## src/rtl/oled_spi_rx.sv

```systemverilog
// oled_spi_rx: receive-side model of the OLED12864 4-wire SPI write path.
// Oversamples csn/rst/dcn/clk/dat on iclk, deframes mode-0 MSB-first bytes,
// tracks page/column addressing and emits frame-buffer write strobes.
// Non-addressing commands are passed through on ocmd_valid/ocmd_byte.
// Optional feature macro: OLED_RX_FRAME_CNT_EN (frame completion counter).
`timescale 1ns/1ps
module oled_spi_rx #(
  parameter int SYNC_STAGES = 2,
  parameter int COL_MAX     = 127,
  parameter int PAGE_MAX    = 7
) (
  input  logic       iclk,
  input  logic       irst_n,
  input  logic       ioled_csn,
  input  logic       ioled_rst,
  input  logic       ioled_dcn,
  input  logic       ioled_clk,
  input  logic       ioled_dat,
  output logic       owr_en,
  output logic [9:0] owr_addr,
  output logic [7:0] owr_data,
  output logic       ocmd_valid,
  output logic [7:0] ocmd_byte,
  output logic       oerr_abort,
  output logic       oframe_done,
  output logic [7:0] oframe_cnt
);

  typedef enum logic [1:0] {IDLE, SHIFT, DONE} state_t;

  localparam logic [6:0] COL_LAST  = 7'(COL_MAX);
  localparam logic [2:0] PAGE_LAST = 3'(PAGE_MAX);

  logic [SYNC_STAGES-1:0] csn_sync, rst_sync, dcn_sync, clk_sync, dat_sync;
  logic csn_d, rst_d, dcn_d, dat_d, clk_prev, rise_q;

  state_t     state_q, state_d;
  logic [3:0] bit_cnt;
  logic [7:0] sreg;
  logic [2:0] page;
  logic [6:0] col;
  logic       shift_en, byte_done, abort;
  logic [7:0] next_byte;

  // Synchronise the asynchronous serial lines into the iclk domain
  always_ff @(posedge iclk or negedge irst_n) begin
    if (!irst_n) begin
      csn_sync <= '1;
      rst_sync <= '1;
      dcn_sync <= '0;
      clk_sync <= '0;
      dat_sync <= '0;
    end else begin
      csn_sync <= {csn_sync[SYNC_STAGES-2:0], ioled_csn};
      rst_sync <= {rst_sync[SYNC_STAGES-2:0], ioled_rst};
      dcn_sync <= {dcn_sync[SYNC_STAGES-2:0], ioled_dcn};
      clk_sync <= {clk_sync[SYNC_STAGES-2:0], ioled_clk};
      dat_sync <= {dat_sync[SYNC_STAGES-2:0], ioled_dat};
    end
  end

  // Register the SPI clock rising edge and keep the other lines aligned with it
  always_ff @(posedge iclk or negedge irst_n) begin
    if (!irst_n) begin
      csn_d    <= 1'b1;
      rst_d    <= 1'b1;
      dcn_d    <= 1'b0;
      dat_d    <= 1'b0;
      clk_prev <= 1'b0;
      rise_q   <= 1'b0;
    end else begin
      csn_d    <= csn_sync[SYNC_STAGES-1];
      rst_d    <= rst_sync[SYNC_STAGES-1];
      dcn_d    <= dcn_sync[SYNC_STAGES-1];
      dat_d    <= dat_sync[SYNC_STAGES-1];
      clk_prev <= clk_sync[SYNC_STAGES-1];
      rise_q   <= clk_sync[SYNC_STAGES-1] & ~clk_prev;
    end
  end

  assign next_byte = {sreg[6:0], dat_d};

  // Deframer state register
  always_ff @(posedge iclk or negedge irst_n) begin
    if (!irst_n) state_q <= IDLE;
    else         state_q <= state_d;
  end

  // Deframer next state: display reset dominates, csn high ends a transfer
  always_comb begin
    state_d   = state_q;
    shift_en  = 1'b0;
    byte_done = 1'b0;
    abort     = 1'b0;
    if (!rst_d) begin
      state_d = IDLE;
    end else begin
      case (state_q)
        IDLE: begin
          if (!csn_d) state_d = SHIFT;
        end
        SHIFT: begin
          if (csn_d) begin
            state_d = IDLE;
            abort   = (bit_cnt != 4'd0);
          end else if (rise_q) begin
            shift_en = 1'b1;
            if (bit_cnt == 4'd7) begin
              byte_done = 1'b1;
              state_d   = DONE;
            end
          end
        end
        DONE: begin
          state_d = csn_d ? IDLE : SHIFT;
        end
        default: state_d = IDLE;
      endcase
    end
  end

  // Shift register, addressing state and registered output strobes
  always_ff @(posedge iclk or negedge irst_n) begin
    if (!irst_n) begin
      bit_cnt    <= 4'd0;
      sreg       <= 8'd0;
      page       <= 3'd0;
      col        <= 7'd0;
      owr_en     <= 1'b0;
      owr_addr   <= 10'd0;
      owr_data   <= 8'd0;
      ocmd_valid <= 1'b0;
      ocmd_byte  <= 8'd0;
      oerr_abort <= 1'b0;
    end else begin
      owr_en     <= 1'b0;
      ocmd_valid <= 1'b0;
      if (abort) oerr_abort <= 1'b1;
      if (!rst_d) begin
        bit_cnt <= 4'd0;
        page    <= 3'd0;
        col     <= 7'd0;
      end else begin
        if (state_q != SHIFT) bit_cnt <= 4'd0;
        if (shift_en) begin
          sreg    <= next_byte;
          bit_cnt <= bit_cnt + 4'd1;
        end
        if (byte_done) begin
          if (dcn_d) begin
            owr_en   <= 1'b1;
            owr_addr <= {page, col};
            owr_data <= next_byte;
            col      <= (col == COL_LAST) ? 7'd0 : col + 7'd1;
          end else if (next_byte[7:3] == 5'b10110) begin
            page <= (next_byte[2:0] > PAGE_LAST) ? PAGE_LAST : next_byte[2:0];
          end else if (next_byte[7:4] == 4'h0) begin
            col[3:0] <= next_byte[3:0];
          end else if (next_byte[7:3] == 5'b00010) begin
            col[6:4] <= next_byte[2:0];
          end else begin
            ocmd_valid <= 1'b1;
            ocmd_byte  <= next_byte;
          end
        end
      end
    end
  end

`ifdef OLED_RX_FRAME_CNT_EN
  logic wr_last;
  assign wr_last = byte_done & dcn_d & (page == PAGE_LAST) & (col == COL_LAST);

  // Count writes that land on the final cell of the panel
  always_ff @(posedge iclk or negedge irst_n) begin
    if (!irst_n) begin
      oframe_done <= 1'b0;
      oframe_cnt  <= 8'd0;
    end else begin
      oframe_done <= 1'b0;
      if (!rst_d) begin
        oframe_cnt <= 8'd0;
      end else if (wr_last) begin
        oframe_done <= 1'b1;
        oframe_cnt  <= oframe_cnt + 8'd1;
      end
    end
  end
`else
  assign oframe_done = 1'b0;
  assign oframe_cnt  = 8'd0;
`endif

endmodule

```

## config.mk

```make
export PLATFORM = sky130hd
export DESIGN_NAME = oled_spi_rx
export DESIGN_NICKNAME = d
export VERILOG_FILES = /design/src/rtl/oled_spi_rx.sv
export SDC_FILE = /design/constraint.sdc
export NUM_CORES = 1
export LEC_CHECK = 0
export BUFFER_PORTS_ARGS = -buffer_cell sky130_fd_sc_hd__buf_4
export CAP_MARGIN = 5
export CORE_MARGIN = 5
export CORE_UTILIZATION = 35
export DETAILED_ROUTE_END_ITERATION = 7
export GPL_ROUTABILITY_DRIVEN = 0
export RECOVER_POWER = 25
export SETUP_SLACK_MARGIN = 0.15
export SLEW_MARGIN = 20
export SYNTH_ARGS = -nofsm -noshare
export SYNTH_HDL_FRONTEND = slang
export SYNTH_SLANG_ARGS = --single-unit
```

## constraint.sdc

```tcl
create_clock -name iclk -period 1.7 [get_ports iclk]
set_input_delay 0.17 -clock iclk [delete_from_list [all_inputs] [get_ports iclk]]
set_output_delay 0.17 -clock iclk [all_outputs]
set_load 0.01 [all_outputs]
```

==> impl_metrics.tcl <==
set metrics [dict create \
    status "complete, no violations" \
    slowest_stage "or3b_4" \
    syn-cell-area_mm2 0.00289 \
    timing.fmax_mhz 594 \
    synth_edf_count 0 \
    place_area_mm2 0.00337 \
    cp-end-kind "register" \
    drv_cap 0 \
    grt_max_degree 31 \
    coreArea_mm2 0.00813 \
    crit_fanout 6 \
    antenna_found_initial 0 \
    grt_pass1_wl_um 9390 \
    row_count 33 \
    setup_tns_ns 0 \
    reg2reg_from "state_q[1]" \
    vdd_drop_max_v 0.000561 \
    worstMarginPinSlew_ns 0.778 \
    crit_arrival_ns 1.91 \
    ys_seq_area_share_pct 59.1 \
    synthArstFlopShare_pct 100 \
    die_y_um 101 \
    via_per_inst 4.79 \
    p_per_area_mw_per_mm2 920 \
    hold_viol 0 \
    clock_sinks 68 \
    path_cells "or3b_4, nor2_4, nand2_4, clkinv_8, nand2_8, mux2_4" \
    rsz0062_at_grt "yes" \
    p_leak_uw 0.00196 \
    pin_count 45 \
    portBuffers 35 \
    crit_path_start "state_q[1]" \
    fin_worst_skew_ns 0.00764 \
    cp.required_ns 1.93 \
    die_w_um 101 \
    min-delay-start "dat_sync[1]" \
    num_vias 1932 \
    initial_utilization_pct 35.5 \
    cts_htree_levels 3 \
    rr_worst_depth 6 \
    clock_path_buffers 2 \
    pre_cts_ws_ns -0.0491 \
    whs_path_depth 0 \
    hold_path_end "dat_d" \
    multi_input_area_mm2 0.00129 \
    cts-buffers-inserted 9 \
    grt_pass1_vias 1913 \
    ys.warnings.count 0 \
    grt-ovfl-total 0 \
    hold_path_class "reg2reg" \
    fillCellCount 704 \
    drive_above_1_share_pct 50.0 \
    clk_latency_ns 0.34 \
    finish.utilization_pct 49.3 \
    syn_avg_cell_area_um2 13.4 \
    drt-initial-drc-count 67 \
    cts_root_buf "clkbuf_8" \
    cts_tree "yes" \
    post-dp-hpwl_um 3880 \
    period_share_pct 99.1 \
    final_common_cell "dfrtp_1" \
    fp.dieArea_mm2 0.0102 \
    grtUsageTotal_pct 12.1 \
    fin_crit_ns 1.68 \
    yosysUniqueCellTypes 51 \
    wl_um 5950 \
    clkTransAtPathRegs_ns 0.07 \
    timing.rr.end "ocmd_byte[1]" \
    drv_slew 0 \
    synth_flop_cell "dfrtp_1" \
    antenna_cells 0 \
    postRouteAntennaNets 0 \
    ys_ff_latch 68 \
    slowest_delay_ns 0.43 \
    post_drt_wl_per_cell_um 14.8 \
    r2r_slack_ns 0.02 \
    layout_common_cells "dfrtp_1, buf_4, mux2_4" \
    regArea_mm2 0.00171 \
    nets 303 \
    area_delta_synth_final_pct 38.8 \
    path_class "reg2reg" \
    relSlewSlack_pct 48.2 \
    setup_ws_ns 0.0160 \
    setup_viol 0 \
    drtPass1Iterations 4 \
    syn_inst 216 \
    startpoint_type "register" \
    finalInstanceArea_mm2 0.00401 \
    drc 0 \
]
area by class of cell:
class | instances | area share, %
Timing Repair Buffer | 68 | 13.7
Tap cell | 105 | 3.28
Multi-Input combinational cell | 137 | 32.1
Inverter | 9 | 1.15
Clock buffer | 9 | 3.09
Clock inverter | 7 | 4.05
Sequential cell | 68 | 42.6
sequential cells by signal, summed over array words and instances, names as in the netlist, 2 cells and up:
name       count
dat_sync       2
rst_sync       2
page           3
col            7
owr_data       8
ocmd_byte      8
state_q        2
dcn_sync       2
sreg           7
csn_sync       2
clk_sync       2
owr_addr      10
bit_cnt        4
per-stage QoR:
| step | total power (uW) | std cells | hold slack, ns |
|---|---|---|---|
| 5_1_grt | 3840 | 403 | 0.358 |
| 3_3_place_gp | 1830 | 370 | 0.125 |
| 3_5_place_dp | 1840 | 370 | 0.123 |
| 4_1_cts | 3730 | 395 | 0.292 |
| 2_1_floorplan | 1770 | 224 | -0.126 |
| 6_report | 3690 | 403 | 0.347 |
power by group:
group          switching, uW  leakage (uW)  internal [uW]
clock                    594      0.000139           1270
sequential              32.3      0.000903           1650
combinational           84.9      0.000913           57.3
total                    711       0.00196           2980
cells in the mapped netlist (all sizes together), types with 3 or more instances:
| library cell | n | area, um^2 |
|---|---|---|
| inv | 8 | 30.0 |
| mux2 | 33 | 405 |
| buf | 13 | 106 |
| o21ai | 5 | 25.0 |
| nor2 | 10 | 45.0 |
| mux2i | 4 | 40.0 |
| dfrtp | 62 | 1550 |
| a21oi | 6 | 30.0 |
| nand3b | 3 | 22.5 |
| ha | 3 | 37.5 |
| a211oi | 5 | 37.5 |
| dfstp | 6 | 158 |
| nand3 | 5 | 25.0 |
| nand2 | 18 | 88.8 |
worst max path at each step:
stage	depth (start not counted)	to
after floorplan	7	owr_addr[1]
after global placement	6	ocmd_byte[4]
after detailed placement	6	ocmd_byte[0]
after CTS	6	owr_data[1]
after global routing	6	page[2]
final	6	ocmd_byte[1]
cells by family (layout without fill, tap and decap cells):
logic type               count (synthesis)  in the layout  synth area share (%)
flip-flops                              68             68                  59.1
AND/OR/NAND/NOR                         54             57                  11.5
multiplexers                            37             37                  15.4
AO/OA/AOI/OAI                           28             28                  6.58
buffers and inverters                   22             93                  5.02
adder cells (fa/ha/maj)                  3              3                  1.30
XOR/XNOR                                 3              3                 0.909
other                                    1              9                 0.130
critical path, delay by kind of cell (launching register included):
family                 cells  cell delay [ns]
buffers and inverters      1             0.13
DFF                        1             0.41
muxes                      1             0.30
and+or+nand+nor            4             0.73
repair_timing:
action                     CTS  global route
setup endpoints to repair   35            36
hold endpoints to repair    32             0
hold buffers                 6             0
gates cloned                 1             2
setup buffers                2             6
pin swaps                    1            10
gates resized for setup      6            38
metal layers:
layer	vias to the layer above	part of all wire, %	global-route usage, %
met2	62	49	18.4
met5	-	0	0
li1	903	-	-
met1	957	44	15.2
met3	10	6.8	4.98
met4	0	1.1	5.49
Power figures use the tool's default switching activity.
